File: src/rtl/fifo_nino.sv
// ---------------------------------------------------------------------------
// fifo_nino -- multi-lane in-order FIFO (N writes in, N reads out per cycle)
//
// Sits between superscalar pipeline stages (fetch->decode, decode->rename).
// Up to W_PORTS entries are accepted and up to R_PORTS entries are released
// per clock. Storage is flop based, so read data is combinational from the
// head; a write into an empty FIFO is visible on lane 0 one cycle later
// (no same-cycle bypass).
//
// Optional feature macro: FIFO_NINO_WATERMARK_EN
//   When defined, adds o_count (used entries) and o_almost_full
//   (used >= ALMOST_FULL). When undefined, both ports are absent and
//   ALMOST_FULL is ignored.
//
// Ports:
//   i_clk          clock
//   i_rst          synchronous active-high reset (wins over everything)
//   i_w_e          per-lane write request, contiguous prefix
//   i_w_data       lane j at [j*WIDTH +: WIDTH]
//   o_w_ready      lane j may write this cycle
//   o_w_ack        registered: lane j write accepted last cycle
//   i_r_e          per-lane pop request, contiguous prefix
//   o_r_data       lane k shows entry k positions behind the head
//   o_r_valid      lane k data valid
//   o_r_ack        registered: lane k pop accepted last cycle
//   i_flush        discard all contents (wins over requests)
//   o_full         no free entries
//   o_empty        no used entries
//   o_count        used entries            (macro only)
//   o_almost_full  used >= ALMOST_FULL     (macro only)
// ---------------------------------------------------------------------------
module fifo_nino #(
    parameter int WIDTH       = 32,
    parameter int DEPTH       = 8,
    parameter int W_PORTS     = 2,
    parameter int R_PORTS     = 2,
    parameter int ALMOST_FULL = 6
) (
    input  logic                       i_clk,
    input  logic                       i_rst,
    input  logic [W_PORTS-1:0]         i_w_e,
    input  logic [W_PORTS*WIDTH-1:0]   i_w_data,
    output logic [W_PORTS-1:0]         o_w_ready,
    output logic [W_PORTS-1:0]         o_w_ack,
    input  logic [R_PORTS-1:0]         i_r_e,
    output logic [R_PORTS*WIDTH-1:0]   o_r_data,
    output logic [R_PORTS-1:0]         o_r_valid,
    output logic [R_PORTS-1:0]         o_r_ack,
    input  logic                       i_flush,
    output logic                       o_full,
    output logic                       o_empty
`ifdef FIFO_NINO_WATERMARK_EN
    ,
    output logic [$clog2(DEPTH+1)-1:0] o_count,
    output logic                       o_almost_full
`endif
);

    localparam int PW = $clog2(DEPTH);
    localparam int CW = $clog2(DEPTH+1);

    logic [PW-1:0]    r_w_ptr;
    logic [PW-1:0]    r_r_ptr;
    logic [CW-1:0]    r_used;
    logic [WIDTH-1:0] r_mem [DEPTH];

    logic [CW-1:0]      w_free;
    logic [W_PORTS-1:0] w_w_acc;
    logic [R_PORTS-1:0] w_r_acc;
    logic [CW-1:0]      w_nw;
    logic [CW-1:0]      w_nr;
    logic [CW:0]        w_used_sum;

    // Status and per-lane ready/valid, all from start-of-cycle occupancy.
    // Entries popped this cycle never free space for this cycle's writes.
    always_comb begin
        // NOTE: every always_comb output gets a default first so no path
        // leaves it unassigned, which would otherwise infer a latch.
        w_free    = CW'(DEPTH) - r_used;
        o_w_ready = '0;
        o_r_valid = '0;
        o_r_data  = '0;
        for (int j = 0; j < W_PORTS; j++) begin
            o_w_ready[j] = (w_free > CW'(j));
        end
        for (int k = 0; k < R_PORTS; k++) begin
            o_r_valid[k]              = (r_used > CW'(k));
            o_r_data[k*WIDTH +: WIDTH] = r_mem[r_r_ptr + PW'(k)];
        end
        o_full  = (w_free == '0);
        o_empty = (r_used == '0);
    end

    // Accept masks and their popcounts. Requests on lanes that are not
    // ready/valid are dropped without an ack; the producer retries.
    always_comb begin
        w_w_acc = i_w_e & o_w_ready;
        w_r_acc = i_r_e & o_r_valid;
        w_nw    = '0;
        w_nr    = '0;
        for (int j = 0; j < W_PORTS; j++) begin
            w_nw = w_nw + CW'(w_w_acc[j]);
        end
        for (int k = 0; k < R_PORTS; k++) begin
            w_nr = w_nr + CW'(w_r_acc[k]);
        end
        // One extra bit so used + nw cannot wrap before nr is subtracted.
        w_used_sum = {1'b0, r_used} + {1'b0, w_nw} - {1'b0, w_nr};
    end

    // Control state: pointers, occupancy and acks.
    always_ff @(posedge i_clk) begin
        // NOTE: sequential state uses non-blocking assignments so every
        // register samples start-of-cycle values regardless of block order.
        if (i_rst || i_flush) begin
            r_w_ptr <= '0;
            r_r_ptr <= '0;
            r_used  <= '0;
            o_w_ack <= '0;
            o_r_ack <= '0;
        end else begin
            r_w_ptr <= r_w_ptr + PW'(w_nw);
            r_r_ptr <= r_r_ptr + PW'(w_nr);
            r_used  <= w_used_sum[CW-1:0];
            o_w_ack <= w_w_acc;
            o_r_ack <= w_r_acc;
        end
    end

    // Data storage.
    always_ff @(posedge i_clk) begin
        // NOTE: the storage array is deliberately not reset; its contents
        // are only observable through o_r_valid, which reset clears.
        if (!i_rst && !i_flush) begin
            for (int j = 0; j < W_PORTS; j++) begin
                if (w_w_acc[j]) begin
                    r_mem[r_w_ptr + PW'(j)] <= i_w_data[j*WIDTH +: WIDTH];
                end
            end
        end
    end

`ifdef FIFO_NINO_WATERMARK_EN
    assign o_count       = r_used;
    assign o_almost_full = (r_used >= CW'(ALMOST_FULL));
`endif

`ifndef SYNTHESIS
    // Request masks must be contiguous prefixes (2^n - 1 patterns).
    logic w_w_prefix;
    logic w_r_prefix;
    assign w_w_prefix = ((i_w_e & (i_w_e + W_PORTS'(1))) == '0);
    assign w_r_prefix = ((i_r_e & (i_r_e + R_PORTS'(1))) == '0);

    a_w_prefix: assert property (@(posedge i_clk) disable iff (i_rst) w_w_prefix);
    a_r_prefix: assert property (@(posedge i_clk) disable iff (i_rst) w_r_prefix);
`endif

endmodule

File: config.mk
export PLATFORM = sky130hd
export DESIGN_NAME = fifo_nino
export DESIGN_NICKNAME = d
export VERILOG_FILES = /design/src/rtl/fifo_nino.sv
export SDC_FILE = /design/constraint.sdc
export NUM_CORES = 1
export LEC_CHECK = 0
export CAP_MARGIN = 15
export CORE_ASPECT_RATIO = 1.25
export CORE_MARGIN = 3
export CORE_UTILIZATION = 55
export DETAILED_ROUTE_END_ITERATION = 16
export GPL_ROUTABILITY_DRIVEN = 0
export PLACE_DENSITY = 0.82
export SLEW_MARGIN = 15
export SYNTH_ARGS = -nofsm -noshare
export SYNTH_HDL_FRONTEND = slang
export SYNTH_SLANG_ARGS = --single-unit
File: constraint.sdc
create_clock -name i_clk -period 8.65 [get_ports i_clk]
set_input_delay 1.2975 -clock i_clk [delete_from_list [all_inputs] [get_ports i_clk]]
set_output_delay 1.2975 -clock i_clk [all_outputs]
set_load 0.01 [all_outputs]
* Yosys cells after proc, flatten, opt, wreduce, memory -nomap -nowiden *
Memory sizes are Yosys's and may differ from the RTL's. A register that Yosys moved wholly into a read port is not among the register bits.
Index checks and enable logic that the tools add are counted.
W data, S select, Z words.

word-level totals
  register bits after elaboration = 14
  RAM bits = 256
  input bits = 71
  output and inout port bits = 74
  memories = 1

operators by class
  add/sub/neg operators = 9
  order comparisons = 4
  muxes and demuxes = 7
  bitwise logic cells = 2
  reductions and logical operators = 6

memory list
  memory  words  bits a word  rd ports  clocked after Yosys merged registers in  wr ports  RTL line  text
  r_mem   8      32           2         1                                        2         65        logic [WIDTH-1:0] r_mem [DEPTH];

operator list
  operator               number
  $gt A4 B1 Y1 const B   4
  $logic_not A4 Y1       2
  $add A3 B1 Y3 const B  2
  $add A3 B2 Y3          2
  $mux W1                6
  $add A1 B1 Y2          2
  $add A4 B2 Y4          1
  $and A2 B2 Y2          2
  $sub A4 B2 Y4          1
  $sub A4 B4 Y4 const A  1
  $mux W3                1
  $logic_not A1 Y1       2
  $logic_and A1 B1 Y1    1
  $logic_or A1 B1 Y1     1

* Logic depth before layout (Yosys ltp) *
Gate-level depths: netlist of run 1.

  word-level depth = 6
  mapped depth = 13

* Least setup slack after synthesis of run 1 *
OpenSTA, ideal clock, no wires.

  path kind = input to register
  from = in i_flush
  to = mem r_mem[7][0], enable pin
  library setup time = 428 ps
  data arrival time = 3,293 ps
  data required time = 8,222 ps
  path slack = 4,929 ps
  stages = 5
  path through = or3_1 > buf_6 > nor4_4 > buf_6 > o21bai_1

RTL lines
  what             RTL line  text
  start, declared  49        input logic i_flush,
  end, declared    65

* Worst setup path in the final report of run 1 *
  from = reg r_r_ptr[0]
  to = out o_r_data[63]

on the way
  longest elaborated chain between the ends = 2

ends and longest elaborated chain
  what                    RTL line  text
  start, declared         63        logic [PW-1:0] r_r_ptr;
  start signal, assigned  123       r_r_ptr <= r_r_ptr + PW'(w_nr);
  $add A3 B1 Y3           88        o_r_data[k*WIDTH +: WIDTH] = r_mem[r_r_ptr + PW'(k)];
  $mem_v2 Z8 W32          n/a
  end, declared           46        output logic [R_PORTS*WIDTH-1:0] o_r_data,

Every way passes these cells.

==> out/qor.csv, run 1 <==
stage,metric,value,unit
die,Die Span Y,195.7,µm
die,chip width,157.8,µm
global_routing,Most Crowded Layer GR,met2,
critical_path,type of origin of the critical path,register,
timing,clock skew,0.02033,ns
yosys,Yosys cell types,38,
cts,CTS tree,built,
global_routing,vias in the first global route,9765,
cells_and_area,Final Cell Area,18350,µm²
cts,clock tree root driver cell,clkbuf_16,
yosys,Mapped Cells,878,
critical_path,"Req. time, crit path",7.35,ns
cells_and_area,Non-Filler Instances,1375,
timing,minimum clock period,5.372,ns
placement,Inst Count DP,1326,
yosys,Syn Area/Cell,18.04,µm²
cells_and_area,area of the multi-input gates,7473,µm²
timing,final setup margin,3.278,ns
timing,final hold violation count,0,
timing,RSZ-0062 raised after global routing,false,
critical_path,Setup CP Type,register to primary output,
critical_path,critical-path cell list,buf_4 > buf_4 > mux4_2 > mux2_2 > clkdlybuf4s50_1,
global_routing,first-pass GRT wire length,58280,µm
timing,ratio of final minimum period to clock period,62.11,%
cts,post-cts resize count,0,
route,vias per inst,6.635,
timing,Worst slew margin,26.11,%
critical_path,instance count on the critical path,5,
status,status,"complete, no violations",
cells_and_area,FF+latch area,7976,µm²
die,Placeable Area,27990,µm²
global_routing,GR Layer Usage met1,34.09,%
timing,setup_tns,0,ns
yosys,top cell type's share of synthesized area,48.54,%
timing,final hold slack,0.6898,ns
power_and_ir_drop,Lkg Pwr,5.828,nW
route,# DRC,0,
critical_path,R2R Setup Slk,5.52,ns
yosys,syn nets,965,
yosys,Synth area leader,edfxtp_1,
critical_path,CP Capture Type,primary output,
timing,# setup viols final,0,
timing,final max-slew violation count,0,
cts,CTS Buf Count,27,
critical_path,Crit. Startpoint,r_r_ptr[0],
placement,pre-CTS setup slack,3.732,ns
die,# rows,68,
cells_and_area,"leading cell type in the layout, fill and taps excluded",edfxtp_1,
route,1st-iter DRT viols,612,
yosys,YS warnings,0,
die,IO Count,145,
yosys,"EDFF count, synth",256,
cts,Post-CTS Hold Buffers,0,
cells_and_area,fin nets,1092,
timing,Max Freq,186.1,MHz
yosys,"Seq/Total Area, Yosys",50.31,%
critical_path,launch point of the worst reg-to-reg path,r_used[1],
yosys,Seq cells post-synth,270,
cells_and_area,highest-count cells in the layout ignoring fill and taps,"256 x edfxtp_1, 247 x mux2_2, 144 x clkdlybuf4s50_1",
critical_path,crit path to,o_r_data[63],
route,post-route ant nets,0,
die,DIE AREA,30880,µm²
critical_path,RR Endpoint,r_used[3],
timing,actual slew at the worst max-slew pin,1.108,ns
route,via count,9123,
cts,Worst-path clk slew,0.06,ns
global_routing,largest net degree at the start of global routing,65,
critical_path,"CP delay by family, top",buffers and inverters,
global_routing,Total GRT Usage,24.97,%
critical_path,reg2reg path depth,12,
power_and_ir_drop,power density cells,216.7,nW/µm²
critical_path,master of the slowest instance on the critical path,buf_4,
yosys,ys async rst share,0,%
global_routing,antenna violations before repair,2,
flow_run,max_cap viols,0,
power_and_ir_drop,Max VDD drop,0.0002509,V
placement,Placed Area,17510,µm²
critical_path,Worst EP arrival,4.07,ns
die,Initial Util,56.58,%
cts,clk_lat worst skew,0.54,ns
cts,CTS H-tree lvls,1,
critical_path,Worst Path Max Fanout,60,
critical_path,Buf/Inv on CP,3,
route,TritonRoute pass-1 iters,5,
cells_and_area,area grow syn2layout,15.86,%
global_routing,GR Util met3,3.994,%
cells_and_area,share of cells above drive strength 1,48.93,%
yosys,"Top FF cell, synth",edfxtp_1,
critical_path,CP max stage delay,0.85,ns
critical_path,CP dominant cell by count,buf_4,
cts,clock buffer depth,3,
yosys,largest cells by area after synthesis,"edfxtp_1 49%, mux4_2 18%, mux2_2 18%",
cts,# Post-CTS Setup Buffers,0,
min_path,worst min path class,register to register,
min_path,WHS Path Cells,2,
yosys,Post-Syn Area,15840,µm²
global_routing,met2 Track Usage GR,41.58,%
cts,CTS sink cnt,270,
route,final wirelength,38300,µm
global_routing,Congestion Overflow GR,0,
cells_and_area,Fill cells,1884,
placement,HPWL Detailed,21530,µm
placement,PortBufs,144,
route,WL per Instance,27.86,µm
==> worst min-delay path, stage by stage (launching register included) <==
cell	delay [ns]
dfxtp_1	0.40
ha_1	0.15
and2_1	0.11
==> flip-flops by register name (all words and copies together), names as in the netlist <==
register	flops
r_mem	256
r_r_ptr	3
r_used	4
o_w_ack	2
r_w_ptr	3
o_r_ack	2
==> power by group <==
part / total (mW) / internal (mW) / switching, mW
registers: 1.54 / 1.49 / 0.0473
logic: 1.32 / 0.750 / 0.573
clock network: 1.11 / 0.630 / 0.483
total: 3.98 / 2.87 / 1.10
==> routing by layer <==
metal / wire length, µm / share of wire, %
met1: 15490 / 40
met4: 1149 / 3.0
met5: 13 / 0.034
met2: 19360 / 51
met3: 2288 / 6.0
==> metrics by stage <==
stage / utilization, % / total power [mW]
finish: 65.55 / 3.976
global route: 65.55 / 4.153
CTS: 65.52 / 4.011
detailed placement: 62.57 / 2.895
global placement: 62.57 / 2.873
floorplan: - / 2.406
==> cell families (layout without fill, tap and decap cells) <==
family                   count (synthesis)  in the layout  share of synthesized area [%]
buffers and inverters                   80            226                          2.876
AND/OR/NAND/NOR                         45             45                          2.189
AO/OA/AOI/OAI                           12             12                         0.5926
other                                    0              1                              0
adder cells (fa/ha/maj)                 16             16                          1.454
flip-flops                             270            270                          50.31
XOR/XNOR                                 7              7                         0.4821
multiplexers                           448            448                          42.10
==> synth_stat cells, types with 3 or more instances <==
master	instances
edfxtp_1	256
mux2_2	247
mux4_2	128
mux2_4	48
mux2_1	25
clkbuf_1	20
inv_1	17
buf_2	16
dfxtp_1	14
buf_6	13
ha_1	12
nor2_1	12
buf_4	10
and2_1	7
nand2_1	7
a21o_1	4
buf_1	4
fa_1	4
nor4_4	4
a31o_2	3
and3_1	3
nor3_4	3
xor2_1	3
==> area by class of cell <==
cell class	instances	share of cell area, %
Antenna cell	1	0.01364
Clock buffer	31	3.764
Clock inverter	17	0.7365
Inverter	17	0.3478
Multi-Input combinational cell	528	40.73
Sequential cell	270	43.47
Tap cell	350	2.387
Timing Repair Buffer	161	8.551
==> worst min-delay path by stage <==
stage	start	endpoint	slack, ns
after detailed placement	r_used[0]	r_used[0]	0.69
after global routing	r_used[3]	r_used[3]	0.76
after CTS	r_used[0]	r_used[0]	0.71
after global placement	r_used[0]	r_used[0]	0.67
after floorplan	r_r_ptr[0]	r_r_ptr[0]	0.59
final	r_used[0]	r_used[0]	0.69
Note: power is estimated with default switching activity, not from simulation.
==> run 2: changes to the inputs <==
==> constraint.sdc (replaced) <==
create_clock -name i_clk -period 5.3 [get_ports i_clk]
set_input_delay 0.795 -clock i_clk [delete_from_list [all_inputs] [get_ports i_clk]]
set_output_delay 0.795 -clock i_clk [all_outputs]
set_load 0.01 [all_outputs]
==> out/qor.csv, run 2 (synthesis gave the netlist of run 1 again) <==
stage,metric,value,unit,change
timing,RSZ-0062 raised after global routing,false,,unchanged
route,final wirelength,38360,µm,"was 38,300 µm"
cts,CTS tree,built,,unchanged
timing,clock skew,0.02351,ns,was 0.02033 ns
route,TritonRoute pass-1 iters,5,,unchanged
cells_and_area,area grow syn2layout,16.18,%,was 15.86%
cells_and_area,fin nets,1098,,"was 1,092"
timing,Worst slew margin,24.82,%,was 26.11%
route,vias per inst,6.629,,was 6.635
placement,PortBufs,144,,unchanged
cts,CTS Buf Count,28,,was 27
global_routing,largest net degree at the start of global routing,130,,was 65
power_and_ir_drop,power density cells,354.4,nW/µm²,was 216.7 nW/µm²
cells_and_area,max reg flops,256,,unchanged
route,# DRC,0,,unchanged
die,Placeable Area,27990,µm²,unchanged
cells_and_area,area of the multi-input gates,7467,µm²,was 7473 µm²
cts,Worst-path clk slew,0.06,ns,about the same
global_routing,antenna violations before repair,2,,unchanged
timing,final max-slew violation count,0,,unchanged
cells_and_area,"leading cell type in the layout, fill and taps excluded",edfxtp_1,,unchanged
global_routing,vias in the first global route,9897,,"was 9,765"
cts,# Post-CTS Setup Buffers,0,,unchanged
route,post-route ant nets,0,,unchanged
route,via count,9148,,"was 9,123"
power_and_ir_drop,Max VDD drop,0.0003626,V,was 0.0002509 V
cts,clock buffer depth,3,,unchanged
critical_path,type of origin of the critical path,register,,unchanged
die,# rows,68,,unchanged
cts,post-cts resize count,0,,unchanged
global_routing,first-pass GRT wire length,58540,µm,"was 58,280 µm"
cells_and_area,Fill cells,1909,,"was 1,884"
route,1st-iter DRT viols,741,,was 612
cts,CTS H-tree lvls,1,,unchanged
die,Initial Util,56.58,%,unchanged
timing,final hold violation count,0,,unchanged
die,DIE AREA,30880,µm²,unchanged
flow_run,max_cap viols,0,,unchanged
cells_and_area,highest-count cells in the layout ignoring fill and taps,"256 x edfxtp_1, 247 x mux2_2, 144 x clkdlybuf4s50_1",,unchanged
critical_path,Worst Path Max Fanout,31,,was 60
critical_path,Worst EP arrival,3.51,ns,was 4.07 ns
cells_and_area,Layout Utilization,65.73,%,was 65.55%
critical_path,CP Capture Type,primary output,,unchanged
cells_and_area,biggest regs,"r_mem: 256 flops, r_used: 4 flops",,unchanged
timing,Max Freq,232.5,MHz,
timing,# setup viols final,0,,unchanged
die,Die Span Y,195.7,µm,unchanged
cts,Post-CTS Hold Buffers,0,,unchanged
cells_and_area,FF+latch area,7976,µm²,unchanged
critical_path,Setup CP Type,register to primary output,,unchanged
critical_path,"Req. time, crit path",4.51,ns,was 7.35 ns
power_and_ir_drop,Lkg Pwr,5.865,nW,was 5.828 nW
timing,ratio of final minimum period to clock period,81.17,%,
die,IO Count,145,,unchanged
placement,HPWL Detailed,21770,µm,"was 21,530 µm"
die,chip width,157.8,µm,unchanged
timing,actual slew at the worst max-slew pin,1.128,ns,was 1.108 ns
global_routing,Total GRT Usage,25.08,%,was 24.97%
cells_and_area,share of cells above drive strength 1,49.27,%,was 48.93%
min_path,worst min path class,register to register,,unchanged
status,status,"complete, no violations",,unchanged
cells_and_area,Biggest register,r_mem,,unchanged
cts,clk_lat worst skew,0.55,ns,was 0.54 ns
timing,minimum clock period,4.302,ns,
timing,setup_tns,0,ns,unchanged
cts,clock tree root driver cell,clkbuf_16,,unchanged
global_routing,Congestion Overflow GR,0,,unchanged
route,WL per Instance,27.80,µm,was 27.86 µm
cts,CTS sink cnt,270,,unchanged
[run 2: cell count changes in the layout (fill, tap and decap cells not counted), sizes merged]
| cell | before | now |
|---|---|---|
| buf | 17 | 22 |
| clkbuf | 31 | 33 |
| inv | 19 | 17 |
| bufinv | 2 | 1 |
| clkinv | 13 | 14 |
[run 2: report_power, final]
group | switching, mW | internal [mW]
clock network | 0.804 | 1.03
registers | 0.0626 | 2.44
logic | 0.955 | 1.23
total | 1.82 | 4.70
[run 2: cell type report]
class,instances,area share [%]
Sequential cell,270,43.35
Multi-Input combinational cell,528,40.58
Timing Repair Buffer,166,8.800
Clock buffer,33,4.026
Tap cell,350,2.380
Clock inverter,15,0.4964
Inverter,17,0.3468
Antenna cell,1,0.01360
[run 2: worst max-delay path, stage by stage, from the launching register on]
cell and delay [ns]:
dfxtp_4 0.79, ha_4 0.25, xor2_4 0.60, buf_4 0.41, mux2_2 0.41, clkdlybuf4s50_1 0.49
[run 2: path summary, 6_finish.rpt]
| check | to | cells after the start | slack, ns | startpoint |
|---|---|---|---|---|
| worst max-delay path | o_r_data[35] | 5 | 1.0 | r_r_ptr[1] |
| worst min register to register | r_used[0] | 2 | 0.68 | r_used[0] |
| worst max register to register | r_used[3] | 12 | 2.11 | r_used[1] |
| worst min-delay path | r_used[0] | 2 | 0.68 | r_used[0] |
[run 2: layer usage]
metal  track usage, %  vias up  wire, µm
li1                 -     3907         -
met1            34.12     4795     15310
met2            42.97      368     19610
met3            3.442       74      2539
met4            6.238        4       872
met5                0        -        26
[run 2: stage by stage]
stage / total power [mW] / std cells / instance area (µm²) / setup WS [ns] / hold WS (ns)
3_5_place_dp: 4.735 / 1331 / 17560 / 1.502 / 0.6714
2_1_floorplan: 3.927 / 878 / 15840 / 2.081 / 0.5946
4_1_cts: 6.556 / 1379 / 18400 / 0.9503 / 0.6870
3_3_place_gp: 4.701 / 1331 / 17560 / 1.550 / 0.6694
5_1_grt: 6.781 / 1379 / 18400 / 0.8175 / 0.7400
6_report: 6.521 / 1380 / 18400 / 0.9980 / 0.6837
